**config.mk**
```make
export PLATFORM = sky130hd
export DESIGN_NAME = apb_reg_completer
export DESIGN_NICKNAME = d
export VERILOG_FILES = /design/src/rtl/apb_reg_completer.sv
export SDC_FILE = /design/constraint.sdc
export NUM_CORES = 1
export LEC_CHECK = 0
export CORE_MARGIN = 2
export CORE_UTILIZATION = 54
export DETAILED_ROUTE_END_ITERATION = 16
export PLACE_DENSITY_LB_ADDON = 0.12
export REMOVE_ABC_BUFFERS = 1
export SLEW_MARGIN = 20
export SYNTH_ARGS = -nofsm -noshare
export SYNTH_HDL_FRONTEND = slang
export SYNTH_SLANG_ARGS = --single-unit
```
**constraint.sdc**
```tcl
create_clock -name clk -period 6.1 [get_ports clk]
set_input_delay 1.83 -clock clk [delete_from_list [all_inputs] [get_ports clk]]
set_output_delay 1.83 -clock clk [all_outputs]
set_load 0.01 [all_outputs]
```
**src/rtl/apb_reg_completer.sv**
```systemverilog
// APB completer for the register-module side of the bus. It holds a bank of
// 16-bit control registers behind a fixed, programmable-latency response, with
// a read-only ID in register 0 and a saturating debug count of error replies.
module apb_reg_completer #(
    parameter int          NUM_REGS    = 8,
    parameter logic [19:0] BASE_ADDR   = 20'h00000,
    parameter int          WAIT_CYCLES = 1,
    parameter logic [15:0] ID_VALUE    = 16'hC0DE
) (
    input  logic                     clk,
    input  logic                     reset_n,
    input  logic                     psel_i,
    input  logic                     penable_i,
    input  logic                     pwrite_i,
    input  logic [1:0]               pstrb_i,
    input  logic [19:0]              paddr_i,
    input  logic [15:0]              pwdata_i,
    output logic [15:0]              prdata_o,
    output logic                     pready_o,
    output logic                     pslverr_o,
    output logic [16*NUM_REGS-1:0]   reg_out_o,
    output logic [NUM_REGS-1:0]      wr_pulse_o,
    output logic [7:0]               err_cnt_o
);

    localparam logic [3:0]  WAIT_LOAD  = (WAIT_CYCLES == 0) ? 4'd0 : 4'(WAIT_CYCLES - 1);
    localparam logic [18:0] NUM_REGS_W = 19'(NUM_REGS);

    typedef enum logic [1:0] {
        S_IDLE,
        S_WAIT,
        S_RESP
    } state_t;

    state_t                state_q;
    logic [3:0]            cnt_q;
    logic                  write_q;
    logic [1:0]            strb_q;
    logic [19:0]           addr_q;
    logic [15:0]           wdata_q;
    logic [15:0]           regs_q [1:NUM_REGS-1];
    logic [15:0]           prdata_q;
    logic                  pready_q;
    logic                  pslverr_q;
    logic [NUM_REGS-1:0]   wr_pulse_q;
    logic [7:0]            err_cnt_q;

    logic [15:0]           regView [NUM_REGS];
    logic [19:0]           decAddr;
    logic                  decWrite;
    logic [19:0]           decOffset;
    logic [18:0]           decIdx;
    logic                  decErr;
    logic [15:0]           decRdata;
    logic [NUM_REGS-1:0]   decPulse;
    logic                  goResp;

    // Register view with the constant ID in slot 0, also driving the flat bus.
    always_comb begin
        regView[0] = ID_VALUE;
        for (int i = 1; i < NUM_REGS; i++) begin
            regView[i] = regs_q[i];
        end
    end

    // Flatten the register view onto reg_out, 16 bits per register.
    always_comb begin
        reg_out_o = '0;
        for (int i = 0; i < NUM_REGS; i++) begin
            reg_out_o[16*i +: 16] = regView[i];
        end
    end

    // Decode the live bus in IDLE (zero-wait responses) and the latched copy afterwards.
    always_comb begin
        decAddr   = (state_q == S_IDLE) ? paddr_i  : addr_q;
        decWrite  = (state_q == S_IDLE) ? pwrite_i : write_q;
        decOffset = decAddr - BASE_ADDR;
        decIdx    = decOffset[19:1];
        decErr    = (decAddr < BASE_ADDR) || (decIdx >= NUM_REGS_W) || decOffset[0]
                    || (decWrite && (decIdx == 19'd0));
        decRdata  = '0;
        decPulse  = '0;
        for (int i = 0; i < NUM_REGS; i++) begin
            if (decIdx == 19'(i)) begin
                decRdata    = regView[i];
                decPulse[i] = 1'b1;
            end
        end
    end

    // A response is produced on the edge that moves the FSM into RESP.
    always_comb begin
        goResp = 1'b0;
        case (state_q)
            S_IDLE:  goResp = psel_i && !penable_i && (WAIT_CYCLES == 0);
            S_WAIT:  goResp = psel_i && penable_i && (cnt_q == 4'd0);
            default: goResp = 1'b0;
        endcase
    end

    // Transfer FSM with registered response outputs and the error counter.
    always_ff @(posedge clk or negedge reset_n) begin
        if (!reset_n) begin
            state_q    <= S_IDLE;
            cnt_q      <= '0;
            write_q    <= 1'b0;
            strb_q     <= '0;
            addr_q     <= '0;
            wdata_q    <= '0;
            prdata_q   <= '0;
            pready_q   <= 1'b0;
            pslverr_q  <= 1'b0;
            wr_pulse_q <= '0;
            err_cnt_q  <= '0;
        end else begin
            prdata_q   <= '0;
            pready_q   <= 1'b0;
            pslverr_q  <= 1'b0;
            wr_pulse_q <= '0;
            case (state_q)
                S_IDLE: begin
                    if (psel_i && !penable_i) begin
                        write_q <= pwrite_i;
                        strb_q  <= pstrb_i;
                        addr_q  <= paddr_i;
                        wdata_q <= pwdata_i;
                        if (WAIT_CYCLES == 0) begin
                            state_q <= S_RESP;
                        end else begin
                            state_q <= S_WAIT;
                            cnt_q   <= WAIT_LOAD;
                        end
                    end
                end
                S_WAIT: begin
                    if (!psel_i) begin
                        state_q <= S_IDLE;
                    end else if (penable_i) begin
                        if (cnt_q == 4'd0) begin
                            state_q <= S_RESP;
                        end else begin
                            cnt_q <= cnt_q - 4'd1;
                        end
                    end
                end
                S_RESP: begin
                    state_q <= S_IDLE;
                end
                default: begin
                    state_q <= S_IDLE;
                end
            endcase
            if (goResp) begin
                pready_q   <= 1'b1;
                pslverr_q  <= decErr;
                prdata_q   <= (!decWrite && !decErr) ? decRdata : 16'h0000;
                wr_pulse_q <= (decWrite && !decErr) ? decPulse : '0;
                if (decErr && (err_cnt_q != 8'hFF)) begin
                    err_cnt_q <= err_cnt_q + 8'd1;
                end
            end
        end
    end

    // Commit byte-strobed writes at the end of the RESP cycle flagged by wr_pulse.
    always_ff @(posedge clk or negedge reset_n) begin
        if (!reset_n) begin
            for (int i = 1; i < NUM_REGS; i++) begin
                regs_q[i] <= '0;
            end
        end else begin
            for (int i = 1; i < NUM_REGS; i++) begin
                if (wr_pulse_q[i]) begin
                    if (strb_q[1]) begin
                        regs_q[i][15:8] <= wdata_q[15:8];
                    end
                    if (strb_q[0]) begin
                        regs_q[i][7:0] <= wdata_q[7:0];
                    end
                end
            end
        end
    end

    assign prdata_o   = prdata_q;
    assign pready_o   = pready_q;
    assign pslverr_o  = pslverr_q;
    assign wr_pulse_o = wr_pulse_q;
    assign err_cnt_o  = err_cnt_q;

endmodule

```
; Word level (Yosys, flattened, before mapping)
; Index checks and enable logic that the tools add are counted.
[op_classes]
magnitude_cmp = 2
mux = 35
n_reduce_logical = 35
n_eq_ne = 15
addsub = 2
[ops]
columns = op, n
row1 = 16-bit 2-to-1 mux, 10
row2 = 19-bit by 3-bit == test with 1-bit output (second input constant), 4
row3 = 19-bit by 2-bit == test with 1-bit output (second input constant), 2
row4 = 2-bit AND reduction, 16
row5 = 20-bit by 1-bit < comparator with 1-bit output (second input constant), 1
row6 = 20-bit 2-to-1 mux, 1
row7 = 19-bit by 1-bit == test with 1-bit output (second input constant), 1
row8 = 19-bit by 4-bit >= comparator with 1-bit output (second input constant), 1
row9 = 19-bit logical NOT, 1
row10 = 4-bit 2-to-1 mux, 4
row11 = 8-bit 2-to-1 mux, 2
row12 = 1-bit 2-to-1 mux, 12
row13 = 8-bit by 1-bit adder with 8-bit output (second input constant), 1
row14 = 2-bit 2-to-1 mux, 4
row15 = 8-bit != test (second input constant), 1
row16 = 4-bit case mux with 2 select lines, 1
row17 = 1-bit logical AND, 7
row18 = 2-bit != test (second input constant), 3
row19 = 3-bit != test (second input constant), 2
row20 = 5-bit AND reduction, 1
row21 = 4-bit logical NOT, 1
row22 = 2-bit case mux with 2 select lines, 1
row23 = 4-bit by 1-bit subtractor with 4-bit output (second input constant), 1
row24 = 1-bit logical NOT, 3
row25 = other kinds (6), 8
[word_totals]
output_inout_bits = 162
ff_bits = 191
in_bits = 43
wordCells = 114

; Logic depth before layout (Yosys ltp)
[logic_depth]
ltp_word = 13
ltp_mapped = 9
ltp_nobuf = 8

; Least setup slack after synthesis
; No wires, ideal clock.
[synth_timing]
path_type = in2reg
from = input port paddr_i[10]
to = register prdata_q[14] (netlist: prdata_o[14])
setup_slack_ns = 2.677
path_stages = 5
n_path_buf = 0
t_required_ns = 5.989
setup_ns = 0.111
t_arrival_ns = 3.311
cell_sequence = or4_4 -> o32ai_4 -> o2111a_2 -> o31ai_1 -> a2111oi_2
[synth_via]
elab_chain_len = 12
elab_cells_between_ends = 27
cone_classes = order compare (2) / eq/ne (7) / mux (11) / reduce/logical (7)
[synth_rtl]
columns = element, line_no
row1 = from (decl), 16  ; input logic [19:0] paddr_i,
row2 = 20-bit 2-to-1 mux *, 76  ; decAddr = (state_q == S_IDLE) ? paddr_i : addr_q;
row3 = 19-bit logical NOT, "81, 85"
row4 = 16-bit 2-to-1 mux (8 in series), 85  ; if (decIdx == 19'(i)) begin
row5 = 16-bit 2-to-1 mux *, 157  ; prdata_q <= (!decWrite && !decErr) ? decRdata : 16'h0000;
row6 = 16-bit 2-to-1 mux *, 154  ; if (goResp) begin
row7 = to (signal assigned), 157
row8 = to (decl), 42  ; logic [15:0] prdata_q;
; Mark *: on every way between the ends. The rest lies on a longest branch, timed or not.
; A chain may end at the register's enable or synchronous reset.

; Final worst setup path
[layout_timing]
from = input port paddr_i[1]
to = register prdata_q[12] (netlist: prdata_o[12])
[layout_via]
elab_chain_len = 11
elab_cells_between_ends = 26
cone_classes = order compare (2) / eq/ne (7) / mux (10) / reduce/logical (7)
[layout_rtl]
columns = element, line_no
row1 = 20-bit 2-to-1 mux *, 76
row2 = 19-bit by 1-bit == test with 1-bit output, 85
row3 = 16-bit 2-to-1 mux (7 in series), 85
row4 = 16-bit 2-to-1 mux *, 157
row5 = 16-bit 2-to-1 mux *, 154
; Marks and branches as above.

==> run metrics <==
Critical Path RT=6.48 ns; Die Y=129 µm; Setup Skew=0.00960 ns; Slew Limit Fails=0; Slew Limit Headroom=24.1%; Leak=5.07 nW; number of buffers created by CTS=17; total gr overflow=0; slew at the pin with the worst max-slew slack=1.13 ns; global-route wire length before repair=36.5 mm; largest net degree at the start of global routing=110; critical-path cell list=clkdlybuf4s50_1 -> or4b_1 -> o21ai_1 -> a222oi_1 -> o22ai_1 -> o211a_1; CP top delay family=compound AO/OA/AOI/OAI gates; GRT Util Overall=29.6%; Max VDD drop=0.215 mV; Via density=6.16; CP max stage delay=0.63 ns; Setup crit end kind=flop; ranking of synthesized cells by area=dfrtp_1 57%, mux2_2 20%, nor2_1 1.8%, o22ai_1 1.6%, buf_4 1.6%; Post-CTS Hold Buffers=0; ys flop type=dfrtp_1; post-synth top area share=56.9%; post-route clock period utilization=65.3%; sequential share of the synthesized area=56.9%; post-route ant nets=0; min-delay worst type=reg2reg; Met1 Routed Length=9.67 mm; dpl cells=987; final wirelength=23.7 mm; clock buffer depth=2; RSZ-0062 raised after global routing=no; routed len/inst=23.3 µm; met2 wire len=11.6 mm; DRT Pass-1 Iters=7; final hold violation count=0; Mapped Cells=636; Clock Latency Late Sink=0.44 ns; antenna violations before repair=0; CTS root buf=clkbuf_16; DRC violations left=0; Worst-path clk slew=0.07 ns; synth unique cells=60; outcome=finished, final reports clean; setup TNS=0 ns; H-tree lvl count=4; flop-to-flop setup slack=2.99 ns; area grow syn2layout=30.0%; Fin Hold WS=0.500 ns; nets@finish=864; Finish-stage setup viols=0; met3 WL=2.00 mm; sequential cell area=4780 µm²; number of core rows=45; CP max FO=8; Core ar.=15200 µm²; dpl hpwl=15.8 mm; detailed router's first-iteration violation count=549; Slowest-stage cell, CP=or4b_1; I/O pin cnt=205; fin cells=1019; Via Count=6280; buffers added on ports=188; maxcap violations=0; Initial Util=55.3%; multi-input gate area in the final layout=3390 µm²; vias in the first global route=6360; fillcell total=1030; fmax=251 MHz; Synth Area per Inst=13.2 µm²; die width=129 µm; Post-CTS Resized=0; synthesized area=8400 µm²; highest metal used=met4; Buf/Inv on CP=1; critical path type=in2reg; CP Launch Type=primary input; Yosys reg bits=191; n_diodes=0; cell taking the most area after synthesis=dfrtp_1; Post CTS Setup Buffer Count=0; CTS tree=done; Tmin final=3.98 ns; Pwr Density=273 nW/µm²; Yosys Warn Count=0; routability cong.=0.821; Post-synth EDFFs=0; share of flip-flops with an asynchronous set or reset=100%; die area=16600 µm²; Sink Count=191; Crit path arrival time=4.36 ns; share of layout cells above drive strength 1=24.4%
-- Yosys cell counts (all sizes together) (3+ instances only) --
library cell,count
o21bai,5
o211a,9
or3,4
ha,3
nor2,41
o221ai,4
dfrtp,191
o22ai,22
nor4,9
a222oi,8
clkbuf,9
o22a,4
nand4,5
a21oi,11
o32ai,5
nand2,24
a221oi,3
xor2,8
inv,8
and4,4
o21ai,9
nand3,6
or2,3
nand2b,3
mux2i,4
nor3,13
mux2,151
buf,34
o2111a,5
o31a,4
and3,3
-- stage by stage --
step                power [mW]  setup WS [ns]  utilization (%)  instance area, µm²
floorplan                 1.73           2.45                -                8180
global placement          1.90           1.90             68.0               10300
detailed placement        1.93           1.81             68.0               10300
CTS                       2.99           2.17             71.7               10900
global route              3.11           2.00             71.8               10900
finish                    2.99           2.12             71.8               10900
-- worst reg2reg max path: cells and delay by family (launching register included) --
family	cells	cell delay, ns
compound gates	3	1.28
flops	1	0.54
simple gates	2	1.17
-- cell families after synthesis --
family	Yosys count	synth area share, %
adder cells (fa/ha/maj)	3	0.447
flip-flops	191	56.9
multiplexers	155	20.7
XOR/XNOR	9	0.938
buffers and inverters	51	3.68
other	2	0.0894
AND/OR/NAND/NOR	123	7.40
AO/OA/AOI/OAI	102	9.83
-- flip-flops by register name, indices dropped and copies added, names as in the netlist --
register / flops
wr_pulse_o: 8
cnt_q: 4
state_q: 2
err_cnt_o: 8
strb_q: 2
pslverr_o: 1
reg_out_o: 112
wdata_q: 16
prdata_o: 16
write_q: 1
pready_o: 1
addr_q: 20
-- cells in the final DEF, fill, tap and decap left out, types with 13 or more instances in the layout --
| master | instances |
|---|---|
| dfrtp_1 | 191 |
| clkdlybuf4s50_1 | 187 |
| mux2_2 | 150 |
| nor2_1 | 40 |
| nand2_1 | 24 |
| o22ai_1 | 22 |
| conb_1 | 17 |
| clkbuf_16 | 17 |
| nor3_1 | 13 |
-- path summary, 6_finish.rpt --
path,startpoint,cells past startpoint,to
worst min register to register,err_cnt_o[5]$_DFFE_PN0P_,1,err_cnt_o[5]$_DFFE_PN0P_
worst max-delay path,paddr_i[1],6,prdata_o[12]$_DFF_PN0_
min in group asynchronous,reset_n,1,cnt_q[0]$_DFFE_PN0P_
worst max register to register,state_q[0]$_DFFE_PN0P_,5,prdata_o[15]$_DFF_PN0_
worst min-delay path,err_cnt_o[5]$_DFFE_PN0P_,1,err_cnt_o[5]$_DFFE_PN0P_
max in group asynchronous,reset_n,2,prdata_o[11]$_DFF_PN0_
-- cell type report --
class / count / area share, %
Sequential cell: 191 / 43.8
Multi-Input combinational cell: 409 / 31.1
Timing Repair Buffer: 191 / 17.6
Clock buffer: 18 / 4.02
Tap cell: 188 / 2.15
Clock inverter: 14 / 1.13
Inverter: 8 / 0.275
-- per-layer routing --
metal | global-route usage (%) | up-vias
li1 | - | 2710
met1 | 38.6 | 3224
met2 | 48.2 | 305
met3 | 8.94 | 41
met4 | 9.46 | 0
met5 | 0 | -
-- power breakdown --
part | internal [mW] | leakage, nW | switching [mW]
sequential | 1.36 | 2.57 | 0.120
combinational | 0.194 | 2.23 | 0.246
clock | 0.547 | 0.267 | 0.521
(Power assumes the default switching activity.)
